`config.mk`:
```
export PLATFORM = sky130hd
export DESIGN_NAME = pong_vga_renderer
export DESIGN_NICKNAME = d
export VERILOG_FILES = /design/src/rtl/pong_pkg.sv /design/src/rtl/vga_timing.sv /design/src/rtl/pong_vga_renderer.sv
export SDC_FILE = /design/constraint.sdc
export NUM_CORES = 1
export LEC_CHECK = 0
export BUFFER_PORTS_ARGS = -buffer_cell sky130_fd_sc_hd__buf_2
export CELL_PAD_IN_SITES_DETAIL_PLACEMENT = 1
export CELL_PAD_IN_SITES_GLOBAL_PLACEMENT = 1
export CORE_MARGIN = 2
export CORE_UTILIZATION = 48
export DETAILED_ROUTE_END_ITERATION = 10
export GPL_TIMING_DRIVEN = 0
export PLACE_DENSITY = 0.94
export SYNTH_ARGS = -nofsm -noshare
export SYNTH_HDL_FRONTEND = slang
export SYNTH_SLANG_ARGS = --single-unit
```
`constraint.sdc`:
```
create_clock -name clk_i -period 5.5 [get_ports clk_i]
set_input_delay 0.825 -clock clk_i [delete_from_list [all_inputs] [get_ports clk_i]]
set_output_delay 0.825 -clock clk_i [all_outputs]
set_load 0.05 [all_outputs]
```
`src/rtl/pong_pkg.sv`:
```
// Shared definitions for the Pong video path: VGA 640x480@60 timing,
// game-state encodings used by the game FSM, the palette and the
// clip-safe span test used by the renderer.
package pong_pkg;

  // Horizontal timing in pixel clocks
  localparam int H_VIS  = 640;
  localparam int H_FP   = 16;
  localparam int H_SYNC = 96;
  localparam int H_BP   = 48;

  // Vertical timing in lines
  localparam int V_VIS  = 480;
  localparam int V_FP   = 10;
  localparam int V_SYNC = 2;
  localparam int V_BP   = 33;

  // Game-state encodings, shared with the game FSM
  localparam logic [1:0] ST_NEW_GAME = 2'd0;
  localparam logic [1:0] ST_PLAY     = 2'd1;
  localparam logic [1:0] ST_NEW_BALL = 2'd2;
  localparam logic [1:0] ST_OVER     = 2'd3;

  // Palette, {R,G,B} 4 bits each
  localparam logic [11:0] COL_BALL    = 12'hFFF;
  localparam logic [11:0] COL_PADDLE  = 12'h0F0;
  localparam logic [11:0] COL_LINE    = 12'h888;
  localparam logic [11:0] COL_BG_PLAY = 12'h000;
  localparam logic [11:0] COL_BG_OVER = 12'h400;
  localparam logic [11:0] COL_BLANK   = 12'h000;

  // Per-frame snapshot of the game inputs
  typedef struct packed {
    logic [9:0] ballX;
    logic [9:0] ballY;
    logic [9:0] paddle1;
    logic [9:0] paddle2;
    logic [1:0] state;
  } shadow_t;

  // True when start <= pos <= start+size-1. The end is formed in 11 bits so
  // an object hanging past coordinate 1023 is clipped instead of wrapping
  // around onto the low coordinates.
  function automatic logic inSpan(input logic [9:0] pos,
                                  input logic [9:0] start,
                                  input logic [10:0] size);
    logic [10:0] endExcl;
    endExcl = {1'b0, start} + size;
    return ({1'b0, pos} >= {1'b0, start}) && ({1'b0, pos} < endExcl);
  endfunction

endpackage

```
`src/rtl/vga_timing.sv`:
```
// Pixel/line counters for the VGA raster plus the raw (unregistered)
// sync, visible-area and frame-start decode derived from them.
module vga_timing
  import pong_pkg::*;
#(
  parameter int H_VISIBLE = pong_pkg::H_VIS,
  parameter int H_FRONT   = pong_pkg::H_FP,
  parameter int H_SYNCW   = pong_pkg::H_SYNC,
  parameter int H_BACK    = pong_pkg::H_BP,
  parameter int V_VISIBLE = pong_pkg::V_VIS,
  parameter int V_FRONT   = pong_pkg::V_FP,
  parameter int V_SYNCW   = pong_pkg::V_SYNC,
  parameter int V_BACK    = pong_pkg::V_BP
) (
  input  logic       clk_i,
  input  logic       rst_n_i,
  input  logic       pix_en_i,
  output logic [9:0] hcnt_o,
  output logic [9:0] vcnt_o,
  output logic       hsyncRaw_o,
  output logic       vsyncRaw_o,
  output logic       visible_o,
  output logic       frameStart_o
);

  localparam int H_TOTAL = H_VISIBLE + H_FRONT + H_SYNCW + H_BACK;
  localparam int V_TOTAL = V_VISIBLE + V_FRONT + V_SYNCW + V_BACK;

  localparam logic [9:0] H_LAST       = 10'(H_TOTAL - 1);
  localparam logic [9:0] V_LAST       = 10'(V_TOTAL - 1);
  localparam logic [9:0] H_SYNC_START = 10'(H_VISIBLE + H_FRONT);
  localparam logic [9:0] H_SYNC_END   = 10'(H_VISIBLE + H_FRONT + H_SYNCW);
  localparam logic [9:0] V_SYNC_START = 10'(V_VISIBLE + V_FRONT);
  localparam logic [9:0] V_SYNC_END   = 10'(V_VISIBLE + V_FRONT + V_SYNCW);
  localparam logic [9:0] H_VIS_END    = 10'(H_VISIBLE);
  localparam logic [9:0] V_VIS_END    = 10'(V_VISIBLE);

  logic [9:0] hcnt_q, hcnt_d;
  logic [9:0] vcnt_q, vcnt_d;

  // Advance the raster one pixel per strobe; the line counter steps on wrap
  always_comb begin
    hcnt_d = hcnt_q;
    vcnt_d = vcnt_q;
    if (pix_en_i) begin
      if (hcnt_q == H_LAST) begin
        hcnt_d = '0;
        vcnt_d = (vcnt_q == V_LAST) ? '0 : vcnt_q + 10'd1;
      end else begin
        hcnt_d = hcnt_q + 10'd1;
      end
    end
  end

  // Counter registers; reset restarts the raster at pixel (0,0)
  always_ff @(posedge clk_i) begin
    if (!rst_n_i) begin
      hcnt_q <= '0;
      vcnt_q <= '0;
    end else begin
      hcnt_q <= hcnt_d;
      vcnt_q <= vcnt_d;
    end
  end

  assign hcnt_o       = hcnt_q;
  assign vcnt_o       = vcnt_q;
  assign hsyncRaw_o   = !((hcnt_q >= H_SYNC_START) && (hcnt_q < H_SYNC_END));
  assign vsyncRaw_o   = !((vcnt_q >= V_SYNC_START) && (vcnt_q < V_SYNC_END));
  assign visible_o    = (hcnt_q < H_VIS_END) && (vcnt_q < V_VIS_END);
  assign frameStart_o = (hcnt_q == '0) && (vcnt_q == V_VIS_END);

endmodule

```
`src/rtl/pong_vga_renderer.sv`:
```
// Pong renderer: snapshots the game state once per frame at the start of
// vertical blanking, hit-tests ball/paddles/centre line against the raster
// and drives registered sync and colour one pixel behind the counters.
module pong_vga_renderer
  import pong_pkg::*;
#(
  parameter int PADDLE_H  = 64,
  parameter int BALL_S    = 8,
  parameter int P1_X      = 16,
  parameter int P2_X      = 616,
  parameter int H_VISIBLE = pong_pkg::H_VIS,
  parameter int H_FRONT   = pong_pkg::H_FP,
  parameter int H_SYNCW   = pong_pkg::H_SYNC,
  parameter int H_BACK    = pong_pkg::H_BP,
  parameter int V_VISIBLE = pong_pkg::V_VIS,
  parameter int V_FRONT   = pong_pkg::V_FP,
  parameter int V_SYNCW   = pong_pkg::V_SYNC,
  parameter int V_BACK    = pong_pkg::V_BP
) (
  input  logic        clk_i,
  input  logic        rst_n_i,
  input  logic        pix_en_i,
  input  logic [1:0]  game_state_i,
  input  logic [9:0]  ball_x_i,
  input  logic [9:0]  ball_y_i,
  input  logic [9:0]  paddle1_i,
  input  logic [9:0]  paddle2_i,
  output logic        hsync_o,
  output logic        vsync_o,
  output logic [11:0] rgb_o,
  output logic        frame_tick_o
);

  localparam logic [9:0]  P1_LEFT   = 10'(P1_X);
  localparam logic [9:0]  P2_LEFT   = 10'(P2_X);
  localparam logic [10:0] PADDLE_W  = 11'd8;
  localparam logic [10:0] PADDLE_HT = 11'(PADDLE_H);
  localparam logic [10:0] BALL_SZ   = 11'(BALL_S);
  localparam logic [9:0]  CENTRE_L  = 10'(H_VISIBLE / 2 - 1);
  localparam logic [9:0]  CENTRE_R  = 10'(H_VISIBLE / 2);

  logic [9:0] hcnt, vcnt;
  logic       hsyncRaw, vsyncRaw, visible, frameStart;

  vga_timing #(
    .H_VISIBLE (H_VISIBLE),
    .H_FRONT   (H_FRONT),
    .H_SYNCW   (H_SYNCW),
    .H_BACK    (H_BACK),
    .V_VISIBLE (V_VISIBLE),
    .V_FRONT   (V_FRONT),
    .V_SYNCW   (V_SYNCW),
    .V_BACK    (V_BACK)
  ) uTiming (
    .clk_i        (clk_i),
    .rst_n_i      (rst_n_i),
    .pix_en_i     (pix_en_i),
    .hcnt_o       (hcnt),
    .vcnt_o       (vcnt),
    .hsyncRaw_o   (hsyncRaw),
    .vsyncRaw_o   (vsyncRaw),
    .visible_o    (visible),
    .frameStart_o (frameStart)
  );

  shadow_t     shadow_q, shadow_d;
  logic        frameTick_q, frameTick_d;
  logic        hsync_q, hsync_d;
  logic        vsync_q, vsync_d;
  logic [11:0] rgb_q, rgb_d;

  logic        ballHit, paddleHit, lineHit;
  logic [11:0] background, pixelColour;

  // Snapshot the game inputs once per frame so mid-frame moves never tear
  always_comb begin
    shadow_d    = shadow_q;
    frameTick_d = 1'b0;
    if (pix_en_i && frameStart) begin
      shadow_d.ballX   = ball_x_i;
      shadow_d.ballY   = ball_y_i;
      shadow_d.paddle1 = paddle1_i;
      shadow_d.paddle2 = paddle2_i;
      shadow_d.state   = game_state_i;
      frameTick_d      = 1'b1;
    end
  end

  // Hit-test the current raster position and resolve colour by priority
  always_comb begin
    ballHit = (shadow_q.state != ST_NEW_GAME)
              && inSpan(hcnt, shadow_q.ballX, BALL_SZ)
              && inSpan(vcnt, shadow_q.ballY, BALL_SZ);
    paddleHit = (inSpan(hcnt, P1_LEFT, PADDLE_W) && inSpan(vcnt, shadow_q.paddle1, PADDLE_HT))
             || (inSpan(hcnt, P2_LEFT, PADDLE_W) && inSpan(vcnt, shadow_q.paddle2, PADDLE_HT));
    lineHit = ((hcnt == CENTRE_L) || (hcnt == CENTRE_R)) && !vcnt[3];
    background = (shadow_q.state == ST_OVER) ? COL_BG_OVER : COL_BG_PLAY;
    if (!visible) begin
      pixelColour = COL_BLANK;
    end else if (ballHit) begin
      pixelColour = COL_BALL;
    end else if (paddleHit) begin
      pixelColour = COL_PADDLE;
    end else if (lineHit) begin
      pixelColour = COL_LINE;
    end else begin
      pixelColour = background;
    end
  end

  // Output stage follows the counters by one strobe and holds otherwise
  always_comb begin
    hsync_d = hsync_q;
    vsync_d = vsync_q;
    rgb_d   = rgb_q;
    if (pix_en_i) begin
      hsync_d = hsyncRaw;
      vsync_d = vsyncRaw;
      rgb_d   = pixelColour;
    end
  end

  // State registers; reset parks syncs inactive and the snapshot at new_game
  always_ff @(posedge clk_i) begin
    if (!rst_n_i) begin
      shadow_q    <= '{ballX: '0, ballY: '0, paddle1: '0, paddle2: '0, state: ST_NEW_GAME};
      frameTick_q <= 1'b0;
      hsync_q     <= 1'b1;
      vsync_q     <= 1'b1;
      rgb_q       <= COL_BLANK;
    end else begin
      shadow_q    <= shadow_d;
      frameTick_q <= frameTick_d;
      hsync_q     <= hsync_d;
      vsync_q     <= vsync_d;
      rgb_q       <= rgb_d;
    end
  end

  assign hsync_o      = hsync_q;
  assign vsync_o      = vsync_q;
  assign rgb_o        = rgb_q;
  assign frame_tick_o = frameTick_q;

endmodule

```
Yosys cells after proc, flatten, opt, wreduce, memory -nomap -nowiden --
Index checks and enable logic that the tools add are counted.
Storage, ports and cells: flip-flop bits (word level) 77, input bits 45, output and inout bits 15
Cells by class: add/subtract/negate cells 6, $lt $le $gt $ge 18, equality and inequality tests 6, mux-type cells 8, reduce and logical (&&, ||, !) cells 24
Operators with widths (number):
- two-way mux 12 bit | 4
- < comparator 10 x 11 -> 1 bit | 4
- greater-or-equal comparator 10 bit | 4
- equality test 10 x 9 -> 1 bit (second input constant) | 3
- < comparator 10 bit (second input constant) | 3
- adder 10 x 4 -> 11 bit (second input constant) | 2
- adder 10 x 7 -> 11 bit (second input constant) | 2
- adder 10 x 1 -> 10 bit (second input constant) | 2
- equality test 10 bit (second input constant) | 2
- greater-or-equal comparator 10 bit (second input constant) | 2
- < comparator 10 x 9 -> 1 bit (second input constant) | 2
- two-way mux 10 bit | 2
- logical AND 1 bit | 16
- two-way mux 11 bit | 1
- greater-or-equal comparator 10 x 5 -> 1 bit (second input constant) | 1
- greater-or-equal comparator 10 x 9 -> 1 bit (second input constant) | 1
- zero test 10 bit | 1
- < comparator 10 x 5 -> 1 bit (second input constant) | 1
- zero test 1 bit | 3
- equality test 2 bit (second input constant) | 1
- logical OR 1 bit | 2
- AND reduction 2 bit | 1
- nonzero test 2 bit | 1
- two-way mux 1 bit | 1

Depth between registers and ports, before layout --
Gate-level depths: netlist of run 1.
depth after elaboration 8, depth in mapped cells 11, depth with buffers taken out 11

Modules after synthesis --
A second synthesis of run 1 with hierarchy kept.
Second synthesis, totals: cells, all modules 607, area, all modules 4804.6 sq um
Modules (own cells, without submodules):
- pong_vga_renderer | instances 1, cells each 480, area each 3712.3 sq um, sequential area each 1001.0 sq um
- vga_timing | instances 1, cells each 127, area each 1092.3 sq um, sequential area each 400.4 sq um

Worst setup path after synthesis of run 1 --
OpenSTA, ideal clock, no wires.
kind input-to-reg, start in pix_en_i, end reg uTiming.vcnt_q[7], in the netlist uTiming.vcnt_o[7], library setup time 0.133 ns, arrival time 2.170 ns, required time 5.367 ns, path slack 3.197 ns, stages 7, cell sequence clkbuf_1 > nand4_1 > or3_1 > nor4_2 > nand4_1 > xor2_1 > nor2_1
Between the ends: word-level cells in the longest chain between the ends 1
Ends and longest elaborated chain:
- start: declaration | line pong_vga_renderer.sv:22 | input logic pix_en_i,
- AND reduction 2 bit (no line)
- end signal: assignment | line vga_timing.sv:62 | vcnt_q <= vcnt_d;
- end: declaration | line vga_timing.sv:39 | logic [9:0] vcnt_q, vcnt_d;
No other way between the ends. A chain may end at the register's enable or synchronous reset.

Worst setup path after layout of run 1 --
start reg shadow_q[25] (netlist bit), end reg rgb_q[7], in the netlist rgb_o[7]
Between the ends: word-level cells in the longest chain between the ends 6
Ends and longest elaborated chain:
- start: declaration | line pong_vga_renderer.sv:66 | shadow_t shadow_q, shadow_d;
- start signal: assignment | line pong_vga_renderer.sv:126 | shadow_q <= '{ballX: '0, ballY: '0, paddle1: '0, paddle2: '0, state: ST_NEW_GAME};
- start signal: assignment | line pong_vga_renderer.sv:132 | shadow_q <= shadow_d;
- adder 10 x 4 -> 11 bit | line pong_pkg.sv:48 | endExcl = {1'b0, start} + size;
- < comparator 10 x 11 -> 1 bit | line pong_pkg.sv:49 | return ({1'b0, pos} >= {1'b0, start}) && ({1'b0, pos} < endExcl);
- logical AND 1 bit * | line pong_pkg.sv:49
- logical AND 1 bit * | line pong_vga_renderer.sv:93 | && inSpan(vcnt, shadow_q.ballY, BALL_SZ);
- two-way mux 12 bit * | line pong_vga_renderer.sv:100 | end else if (ballHit) begin
- two-way mux 12 bit * | line pong_vga_renderer.sv:98 | if (!visible) begin
- end signal: assignment | line pong_vga_renderer.sv:136 | rgb_q <= rgb_d;
- end: declaration | line pong_vga_renderer.sv:70 | logic [11:0] rgb_q, rgb_d;
Every way passes the cells marked *; elsewhere a longest branch is shown, timed or not.

==> implementation parameters, run 1 <==
Parameter                              Value

Status
  Result of the run    finished, final reports clean

Timing
  RSZ-0062 raised after global routing    no
  Pin slew with the least headroom to its limit    855.3 ps
  Final count of pins violating max slew    0
  Final critical path time including I/O delays and setup    2715 ps
  Setup ws final    2785 ps
  Final cycle utilization of the critical path    49.36%
  Max Fclk    0.3683 GHz
  Hold Violations, Final    0
  Layout Skew    11.53 ps
  Worst relative slew slack    42.08%
  Total negative setup slack    0 ps
  Setup-failing EPs final    0

Route
  Number of antenna-violating nets in the routed design    0
  Routed wire length    13.98 mm
  Average wire length per cell after detail routing    18.50 um
  Vias    4,321
  Remaining routing DRC violations    0
  DR pass1 iterations    6
  Via density per instance    5.716
  Number of DRC markers after the initial detailed-route iteration    146

Worst setup path
  Buffers plus inverters on the worst setup path    0
  Crit-path slowest cell    sky130_fd_sc_hd__o311ai_1
  Critical path endpoint category    flop
  Type of the worst setup path    reg -> reg
  Launch instance of the worst register-to-register path    shadow_q[25]
  Endpoint of the most critical register-to-register path    rgb_o[7]
  Critical path launch point type    flop
  Endpoint required time on the critical path    5710 ps
  Max Fanout on Critical Path    7
  Worst-path cell chain    ha_1 -> nand3_1 -> xnor2_1 -> ha_1 -> nand2_1 -> a31oi_1 -> nand2_1 -> o311ai_1 -> a31oi_1
  Worst path arrival time    2920 ps
  R2R Setup Slk    2790 ps
  Worst r2r path cells    9
  Top delay family on crit path    compound AO/OA/AOI/OAI gates
  Delay of the slowest critical-path stage    750 ps

Clock tree
  Hold_buf cts    0
  Cts bufs inserted    9
  Post-CTS setup buffer count    0
  Clock tree from TritonCTS    yes
  Number of buffers on the longest clock path    2
  Clock latency on the worst-skew pair    360 ps
  Clock-pin slew reported for the worst setup and hold paths after clock tree synthesis    80 ps
  Cell at the root of the clock tree    sky130_fd_sc_hd__clkbuf_8
  Sinks on Clock Net    70
  CTS H-tree lvls    3
  Number of resized instances in the post-cts repair step    0

Placed design
  GPL Wtd Cong    0.8658
  DPL Wire Length    10.45 mm
  Post-placement setup slack    2684 ps
  Count of buffers from port buffering    58

Synthesis
  Ys Warns    0
  Number of distinct library cells after synthesis    48
  EDFF count, synth    0
  Main flop type after synthesis    sky130_fd_sc_hd__dfxtp_1
  Avg Cell Area, Syn    8.548 um^2
  Synthesized Nets    668
  Cell Area, Synth    4718 um^2
  Async set or reset register ratio after synthesis    0%
  Sequential cell area fraction in the yosys report    29.70%
  Total of flip-flops plus latches after synthesis    70
  Count of mapped cells out of synthesis    552

Run
  Maximum capacitance violations    0

Floorplanning
  Die width    103.1 um
  Placeable Area    9639 um^2
  Total Die Area    10,640 um^2
  Num rows    36
  Chip height    103.1 um
  Number of placed I/O pins    60
  Effective utilization at floorplan    48.95%

Layout
  Nets@finish    737
  Diode count    0
  Total of fill cells in the finished design    1,219
  Fraction of layout instances using a drive strength above 1    13.80%
  Area added between synthesis and finish    13.42%
  Total area of multi-input combinational cells    2972 um^2
  Area taken by flip-flops and latches    1401 um^2

Power
  Max VDD drop    0.0001371 V
  Static power due to leakage    2.196 nW
  Pwr Density    180.9 nW/um^2

Global route
  First-pass GRT wire length    22.69 mm
  Vias in the first global route    4,667
  Pin count of the biggest net entering global routing    13
  Aggregate global-route resource usage    28.04%
  Initial antenna violation count    0
  Overflow after GRT    0

Hold path
  Hold path cells    2
  Origin of the worst min-delay path    shadow_q[34]
  Min-Delay Endpoint    shadow_q[34]
  Worst min path class    reg -> reg
[cell usage in the layout (no fill, tap or decap), types with 7 or more instances in the layout]
cell,synthesis,routed
sky130_fd_sc_hd__buf_4,7,7
sky130_fd_sc_hd__buf_2,0,58
sky130_fd_sc_hd__clkbuf_8,0,10
sky130_fd_sc_hd__nand4_1,10,10
sky130_fd_sc_hd__a31oi_1,10,10
sky130_fd_sc_hd__ha_1,71,71
sky130_fd_sc_hd__nor2_1,74,74
sky130_fd_sc_hd__xor2_1,12,12
sky130_fd_sc_hd__nand2b_1,9,9
sky130_fd_sc_hd__xnor2_1,18,18
sky130_fd_sc_hd__a21oi_1,27,27
sky130_fd_sc_hd__and3_1,8,8
sky130_fd_sc_hd__clkbuf_1,13,14
sky130_fd_sc_hd__dfxtp_1,70,70
sky130_fd_sc_hd__o21ai_0,13,13
sky130_fd_sc_hd__inv_1,47,47
sky130_fd_sc_hd__nor3_1,12,12
sky130_fd_sc_hd__nand2_1,26,26
sky130_fd_sc_hd__mux2i_1,43,43
sky130_fd_sc_hd__nand3_1,24,24
[flip-flops by register name, indices dropped and copies added (netlist names)]
name            count
shadow_q           42
uTiming.hcnt_o     10
uTiming.vcnt_o     10
rgb_o               5
frame_tick_o        1
hsync_o             1
vsync_o             1
[cells by family after synthesis]
family / share of synthesized area [%]
DFF: 29.70
muxes: 9.122
xor gates and xnor gates: 5.569
and+or+nand+nor: 19.44
adders and majority gates: 18.83
buffers and inverters: 7.319
AOI/OAI and AO/OA: 10.02
[synthesized netlist by cell type (6+ instances only)]
| master | count | area, um^2 |
|---|---|---|
| sky130_fd_sc_hd__nor4_1 | 6 | 37.54 |
| sky130_fd_sc_hd__a21o_1 | 6 | 45.04 |
| sky130_fd_sc_hd__inv_1 | 47 | 176.4 |
| sky130_fd_sc_hd__nor2_1 | 74 | 277.8 |
| sky130_fd_sc_hd__a21oi_1 | 27 | 135.1 |
| sky130_fd_sc_hd__o21ai_0 | 13 | 65.06 |
| sky130_fd_sc_hd__clkbuf_1 | 13 | 48.80 |
| sky130_fd_sc_hd__ha_1 | 71 | 888.4 |
| sky130_fd_sc_hd__dfxtp_1 | 70 | 1401 |
| sky130_fd_sc_hd__a31oi_1 | 10 | 62.56 |
| sky130_fd_sc_hd__buf_4 | 7 | 52.55 |
| sky130_fd_sc_hd__nand4_1 | 10 | 62.56 |
| sky130_fd_sc_hd__nand2b_1 | 9 | 56.30 |
| sky130_fd_sc_hd__nor2b_1 | 6 | 37.54 |
| sky130_fd_sc_hd__nand2_1 | 26 | 97.59 |
| sky130_fd_sc_hd__nor3_1 | 12 | 60.06 |
| sky130_fd_sc_hd__and3_1 | 8 | 50.05 |
| sky130_fd_sc_hd__xor2_1 | 12 | 105.1 |
| sky130_fd_sc_hd__nand3_1 | 24 | 120.1 |
| sky130_fd_sc_hd__mux2i_1 | 43 | 430.4 |
| sky130_fd_sc_hd__xnor2_1 | 18 | 157.7 |
[worst min-delay path, cell delays in order (launching register included)]
cell and delay (ps):
sky130_fd_sc_hd__dfxtp_1 330, sky130_fd_sc_hd__mux2i_1 70, sky130_fd_sc_hd__nor2_1 70
[layout make-up]
type / count / share of cell area [%]
multi-input combinational: 409 / 55.53
tap: 133 / 3.110
clock inverter: 2 / 0.6547
inverter: 48 / 3.367
buffer: 25 / 3.086
sequential: 70 / 26.19
timing repair buffer: 58 / 5.424
clock buffer: 11 / 2.642
[worst max-delay path by stage]
stage	start	end	slack (ps)	cells past startpoint
after floorplan	pix_en_i	uTiming.vcnt_o[7]	3200	7
after global placement	pix_en_i	uTiming.vcnt_o[8]	2810	7
after detailed placement	pix_en_i	uTiming.vcnt_o[6]	2680	6
after CTS	shadow_q[10]	rgb_o[10]	2800	9
after global routing	shadow_q[25]	rgb_o[10]	2530	9
final	shadow_q[25]	rgb_o[7]	2790	9
[through the flow]
step                area (um^2)  std cells  total power [mW]  hold slack [ps]  util, %
finish                     5351        756            0.9682            504.2    55.52
floorplan                  4718        552            0.5428            460.4        -
global placement           5175        743            0.5660            474.6    53.69
global route               5351        756            0.9916            533.5    55.52
CTS                        5351        756            0.9750            506.7    55.52
detailed placement         5175        743            0.5692            488.8    53.69
[report_power, final]
group | internal, mW | switching, mW | total (mW)
Sequential | 0.508 | 0.00345 | 0.511
Clock | 0.214 | 0.196 | 0.410
Combinational | 0.0200 | 0.0266 | 0.0467
[per-layer routing]
metal  vias up  part of all wire, %  GRT usage (%)
met5         -                    0              0
met4         0                  4.0          15.79
met3        47                  4.6          5.017
met2       116                   53          50.65
met1      2107                   38          30.79
li1       2051                    -              -
Note: power is estimated with default switching activity, not from simulation.
==> inputs of run 2 (changes only) <==
CORE_UTILIZATION = 40   (was 48)
PLACE_DENSITY = 0.85   (was 0.94)
clock period = 2.3 ns   (was 5.5 ns; I/O delays follow)
==> run 2 against run 1 <==
Critical path type unchanged. Fmax rose by 12%. Die area grew 19%. Clock-buffer cell count is 1 lower. Design area grew 11%. Largest power group is now clock. Clock power increased to 3.5 times the previous value. Power rose to 2.8 times the previous value. Sequential power up 140%. Register-to-register slack worse by 2900 ps. The flow now finishes with violations (negative setup slack).
==> implementation parameters, run 2 (same netlist as run 1, synthesis figures left out) <==
Parameter                              Value

Clock tree
  Hold_buf cts    0 (unchanged)
  Clock tree from TritonCTS    yes
  Cts bufs inserted    9 (unchanged)
  Cell at the root of the clock tree    sky130_fd_sc_hd__clkbuf_16
  Number of buffers on the longest clock path    2 (unchanged)
  Clock-pin slew reported for the worst setup and hold paths after clock tree synthesis    60 ps (-20 ps)
  CTS H-tree lvls    3 (unchanged)
  Sinks on Clock Net    70 (unchanged)
  Clock latency on the worst-skew pair    350 ps (about the same)

Placed design
  Number of placed instances with taps included    753 (+1.3%)
  GPL Wtd Cong    0.8876 (+2.5%)
  Count of buffers from port buffering    58 (unchanged)
  Instance area at placement    5187 um^2 (+0.24%)
  DPL Wire Length    9.886 mm (-5.4%)

Layout
  Post-Route Utilization    51.76% (-3.8 points)
  Most frequent cells in the layout    sky130_fd_sc_hd__nor2_1 (74), sky130_fd_sc_hd__ha_1 (67), sky130_fd_sc_hd__buf_2 (58)
  Flip-flop count of the largest register, all copies and words added    42 (unchanged)
  Nets@finish    751 (+1.9%)
  Total of fill cells in the finished design    1,369 (+12%)
  Final non-filler cell total    783 (+3.6%)
  Commonest non-fill, non-tap cell in the layout    sky130_fd_sc_hd__nor2_1
  Cell area after layout    5936 um^2 (+11%)
  Top reg by flops    shadow_q
  Fraction of layout instances using a drive strength above 1    27.19% (+13 points)
  Diode count    0 (unchanged)
  Area added between synthesis and finish    25.80%

Timing
  Final critical path time including I/O delays and setup    2426 ps (-288.7 ps)
  Layout Skew    5.380 ps (-6.154 ps)
  Final count of pins violating max slew    0 (unchanged)
  Hold Violations, Final    0 (unchanged)
  Setup ws final    -126.1 ps (-2911 ps)
  Final cycle utilization of the critical path    105.5% (+56 points)
  Pin slew with the least headroom to its limit    632.3 ps (-223.0 ps)
  Max Fclk    0.4122 GHz (+12%)
  Worst relative slew slack    57.85% (+16 points)
  RSZ-0062 raised after global routing    yes
  Setup-failing EPs final    3 (+3)

Global route
  Vias in the first global route    4,399 (-5.7%)
  Overflow after GRT    0 (unchanged)
  Pin count of the biggest net entering global routing    13 (unchanged)
  Aggregate global-route resource usage    20.84% (-7.2 points)
  First-pass GRT wire length    20.99 mm (-7.5%)
  Initial antenna violation count    0 (unchanged)

Run
  Maximum capacitance violations    0 (unchanged)

Route
  Routed wire length    13.78 mm (-1.4%)
  Number of antenna-violating nets in the routed design    0 (unchanged)
  Number of DRC markers after the initial detailed-route iteration    127 (-13%)
  Vias    4,247 (-1.7%)
  Average wire length per cell after detail routing    17.60 um (-4.8%)
  Remaining routing DRC violations    0 (unchanged)
  Via density per instance    5.424 (-5.1%)
  DR pass1 iterations    4 (-2)

Status
  Violated checks    negative setup slack
  Result of the run    finished with violations

Worst setup path
  Max Fanout on Critical Path    5 (-2)
  Worst path arrival time    2710 ps (-210 ps)
  Critical path launch point type    flop
  Type of the worst setup path    reg -> reg
  Critical path endpoint category    flop
  Endpoint required time on the critical path    2580 ps (-3130 ps)

Floorplanning
  Number of placed I/O pins    60 (unchanged)
  Chip height    112.6 um (+9.2%)
  Total Die Area    12,680 um^2 (+19%)
  Die width    112.6 um (+9.2%)
  Placeable Area    11,470 um^2 (+19%)
  Effective utilization at floorplan    41.15% (-7.8 points)
  Num rows    39 (+8.3%)

Power
  Post-route total power    2.757 mW (+180%)
  Pwr Density    464.4 nW/um^2 (+160%)
  Static power due to leakage    2.425 nW (+10%)
  Max VDD drop    0.0003623 V (+160%)

Hold path
  Worst min path class    in -> reg
==> run 2: cell types whose count changed in the layout (fill, tap and decap cells not counted), sizes merged <==
cell	change
clkbuf	-1
clkinv	+3
buf	+14
clkinvlp	+1
==> run 2: path summary, 6_finish.rpt <==
kind                      from      endpoint  slack, ps  cells after the start
setup / recovery   shadow_q[8]      rgb_o[7]       -130                     10
hold / removal    paddle1_i[8]  shadow_q[20]        230                      3
setup reg to reg   shadow_q[8]      rgb_o[7]       -130                     10
hold reg to reg   shadow_q[17]  shadow_q[17]        500                      2
==> run 2: final cells by class <==
type	count	area, um^2	share of cell area (%)
buffer	25	170.2	2.867
clock buffer	10	239.0	4.026
clock inverter	6	61.31	1.033
inverter	48	180.2	3.035
multi-input combinational	409	3243	54.64
sequential	70	1468	24.73
tap	143	178.9	3.014
timing repair buffer	72	395.4	6.661
==> run 2: critical path: stages (launching register included) <==
cell and delay [ps]:
sky130_fd_sc_hd__dfxtp_4 390, sky130_fd_sc_hd__nand3_2 70, sky130_fd_sc_hd__xnor2_1 190, sky130_fd_sc_hd__ha_1 290, sky130_fd_sc_hd__a21oi_2 150, sky130_fd_sc_hd__a31oi_2 60, sky130_fd_sc_hd__or4_4 520, sky130_fd_sc_hd__o32ai_4 290
sky130_fd_sc_hd__buf_4 180, sky130_fd_sc_hd__o21ai_2 50, sky130_fd_sc_hd__a31oi_1 160
==> run 2: timing repair <==
action,4_1_cts,5_1_grt
resized for setup,35,63
setup buffers,2,12
endpoints found under the setup margin,51,50
pin swaps,4,22
==> run 2: report_power, final <==
part           switching [mW]  internal [mW]  leakage [nW]  total [mW]
registers             0.00760           1.20         0.582        1.21
clock network           0.571          0.864         0.148        1.44
logic                  0.0645         0.0479          1.70       0.112
==> run 2: metal layers <==
metal | vias to the layer above | GRT usage [%] | wire [um]
met1 | 2050 | 24.01 | 5813
met5 | - | 0 | 0
met3 | 22 | 4.320 | 481
met4 | 0 | 8.455 | 257
li1 | 2094 | - | -
met2 | 81 | 37.49 | 7230
==> run 2: metrics by stage <==
stage	hold WS, ps	setup WS, ps	TNS (ps)
5_1_grt	232.8	-222.5	-848.6
3_3_place_gp	475.9	-352.9	-7437
4_1_cts	220.7	-46.51	-46.51
6_report	228.2	-126.1	-289.7
3_5_place_dp	487.7	-378.0	-9201
2_1_floorplan	406.9	142.9	0
==> inputs of run 3 (changes only) <==
GPL_TIMING_DRIVEN = 1   (was 0)
==> run 3 against run 2 <==
The flow now finishes without violations. Worst setup slack better by 130 ps. First-iteration DRC count up 36%. Design area up 1.4%. Combinational power down 5%. Worst hold slack better by 3.0 ps. Fmax up 5.9%. Sequential share of layout area down 0.90 points. Clock skew about the same. Critical path depth up 1. Via count up 2.0%. Sequential power about the same. Global-route usage up 1.4 points. Largest cell class unchanged. Highest routed layer unchanged.
==> implementation parameters, run 3 (same netlist as run 1, synthesis figures left out) <==
Parameter                              Value

Timing
  Final critical path time including I/O delays and setup    2292 ps (-134.3 ps)
  Worst relative slew slack    52.92% (-4.9 points)
  Layout Skew    5.688 ps (+0.3078 ps)
  Pin slew with the least headroom to its limit    705.1 ps (+72.83 ps)
  RSZ-0062 raised after global routing    yes
  Max Fclk    0.4363 GHz (+5.9%)
  Final cycle utilization of the critical path    99.65% (-5.8 points)
  Final count of pins violating max slew    0 (unchanged)
  Setup-failing EPs final    0 (-3)
  Hold Violations, Final    0 (unchanged)

Route
  Number of antenna-violating nets in the routed design    0 (unchanged)
  Remaining routing DRC violations    0 (unchanged)
  DR pass1 iterations    4 (unchanged)
  Average wire length per cell after detail routing    18.16 um (+3.2%)
  Routed wire length    14.35 mm (+4.1%)
  Vias    4,333 (+2.0%)
  Number of DRC markers after the initial detailed-route iteration    173 (+36%)
  Via density per instance    5.485 (+1.1%)

Worst setup path
  Launch instance of the worst register-to-register path    shadow_q[37]
  Type of the worst setup path    reg -> reg
  Critical path startpoint    shadow_q[37]
  Most common cell on crit path    sky130_fd_sc_hd__nand3_1
  Crit-path slowest cell    sky130_fd_sc_hd__dfxtp_4
  Endpoint required time on the critical path    2560 ps (-20 ps)
  Worst path arrival time    2550 ps (-160 ps)
  Worst-path cell chain    and3_4 -> nand3_1 -> xnor2_1 -> ha_1 -> a21o_1 -> a21oi_2 -> nand3_1 -> nor3_1 -> o311ai_1 -> buf_4 -> a31oi_1
  Buffers plus inverters on the worst setup path    1 (unchanged)
  Critical path launch point type    flop
  Critical path endpoint category    flop
  Delay of the slowest critical-path stage    370 ps (-150 ps)
  Top delay family on crit path    compound AO/OA/AOI/OAI gates
  Max Fanout on Critical Path    5 (unchanged)

Layout
  Most frequent cells in the layout    sky130_fd_sc_hd__nor2_1 (74), sky130_fd_sc_hd__ha_1 (67), sky130_fd_sc_hd__buf_2 (59)
  Top reg by flops    shadow_q
  Cell area after layout    6017 um^2 (+1.4%)
  Nets@finish    761 (+1.3%)
  Final non-filler cell total    790 (+0.89%)
  Diode count    0 (unchanged)
  Fraction of layout instances using a drive strength above 1    26.12% (-1.1 points)
  Post-Route Utilization    52.47% (+0.71 points)
  Flip-flop count of the largest register, all copies and words added    42 (unchanged)
  Area added between synthesis and finish    27.53%
  Commonest non-fill, non-tap cell in the layout    sky130_fd_sc_hd__nor2_1

Power
  Static power due to leakage    2.507 nW (+3.4%)
  Max VDD drop    0.0004307 V (+19%)
  Pwr Density    455.5 nW/um^2 (-1.9%)

Placed design
  DPL Wire Length    10.24 mm (+3.6%)
  Count of buffers from port buffering    59 (+1.7%)
  GPL Wtd Cong    0.8617 (-2.9%)
  Number of placed instances with taps included    767 (+1.9%)
  Instance area at placement    5350 um^2 (+3.1%)

Floorplanning
  Effective utilization at floorplan    41.15% (unchanged)
  Number of placed I/O pins    60 (unchanged)
  Chip height    112.6 um (unchanged)
  Placeable Area    11,470 um^2 (unchanged)
  Num rows    39 (unchanged)
  Die width    112.6 um (unchanged)
  Total Die Area    12,680 um^2 (unchanged)

Global route
  Aggregate global-route resource usage    22.29% (+1.4 points)
  Overflow after GRT    0 (unchanged)
  First-pass GRT wire length    22.72 mm (+8.3%)
  Initial antenna violation count    0 (unchanged)
  Pin count of the biggest net entering global routing    40 (+27)
  Vias in the first global route    4,632 (+5.3%)

Clock tree
  CTS H-tree lvls    3 (unchanged)
  Clock tree from TritonCTS    yes
  Clock-pin slew reported for the worst setup and hold paths after clock tree synthesis    60 ps (about the same)
  Sinks on Clock Net    70 (unchanged)
  Cell at the root of the clock tree    sky130_fd_sc_hd__clkbuf_16
  Clock latency on the worst-skew pair    340 ps (about the same)
  Cts bufs inserted    9 (unchanged)
  Number of buffers on the longest clock path    2 (unchanged)

Status
  Result of the run    finished, final reports clean

Hold path
  Origin of the worst min-delay path    rst_n_i
  Worst min path class    in -> reg

Run
  Maximum capacitance violations    0 (unchanged)
run 3: cell count changes in the layout (fill, tap and decap cells not counted), moves of 4 or more:
cell | previous run | this run
sky130_fd_sc_hd__clkbuf_2 | 4 | 0
sky130_fd_sc_hd__buf_8 | 4 | 0
sky130_fd_sc_hd__clkbuf_1 | 9 | 0
sky130_fd_sc_hd__nor4_1 | 2 | 6
sky130_fd_sc_hd__buf_4 | 21 | 39
sky130_fd_sc_hd__buf_12 | 0 | 4
sky130_fd_sc_hd__dfxtp_1 | 43 | 52
sky130_fd_sc_hd__nor4_2 | 4 | 0
sky130_fd_sc_hd__dfxtp_4 | 13 | 4
run 3: report_power, final:
part,internal (mW),switching [mW]
Combinational,0.0490,0.0575
Sequential,1.21,0.00683
Clock,0.910,0.506
run 3: cell type report:
class | instances | area [um^2]
Timing Repair Buffer | 107 | 759.5
Clock buffer | 12 | 266.5
Inverter | 48 | 180.2
Multi-Input combinational cell | 409 | 3168
Clock inverter | 1 | 30.03
Fill cell | 1354 | 5450
Tap cell | 143 | 178.9
Sequential cell | 70 | 1434
run 3: per-layer routing:
layer	vias up	GRT usage, %	part of all wire [%]
met5	-	0	0
li1	2110	-	-
met2	85	41.96	54
met4	0	7.317	1.9
met3	27	4.212	3.1
met1	2111	25.06	41
run 3: worst paths after layout:
| path | endpoint | cells after the start | slack, ps |
|---|---|---|---|
| hold / removal | hsync_o | 2 | 230 |
| hold reg to reg | vsync_o | 2 | 490 |
| setup / recovery | rgb_o[10] | 11 | 8 |
| setup reg to reg | rgb_o[10] | 11 | 8 |
run 3: repair_timing:
item,in CTS,in global routing
gates cloned,1,1
hold buffers,0,0
pin swaps,10,14
setup buffers,4,5
endpoints found under the setup margin,7,36
endpoints found under the hold margin,0,0
resized for setup,22,38
run 3: through the flow:
step | power [mW] | setup slack, ps | setup TNS [ps] | hold slack [ps]
5_1_grt | 2.837 | -98.98 | -377.4 | 241.6
3_5_place_dp | 1.358 | -204.4 | -557.8 | 481.2
6_report | 2.741 | 8.164 | 0 | 231.2
4_1_cts | 2.770 | -8.635 | -8.635 | 229.1
2_1_floorplan | 1.298 | 142.9 | 0 | 406.9
3_3_place_gp | 1.352 | -89.77 | -163.0 | 471.7
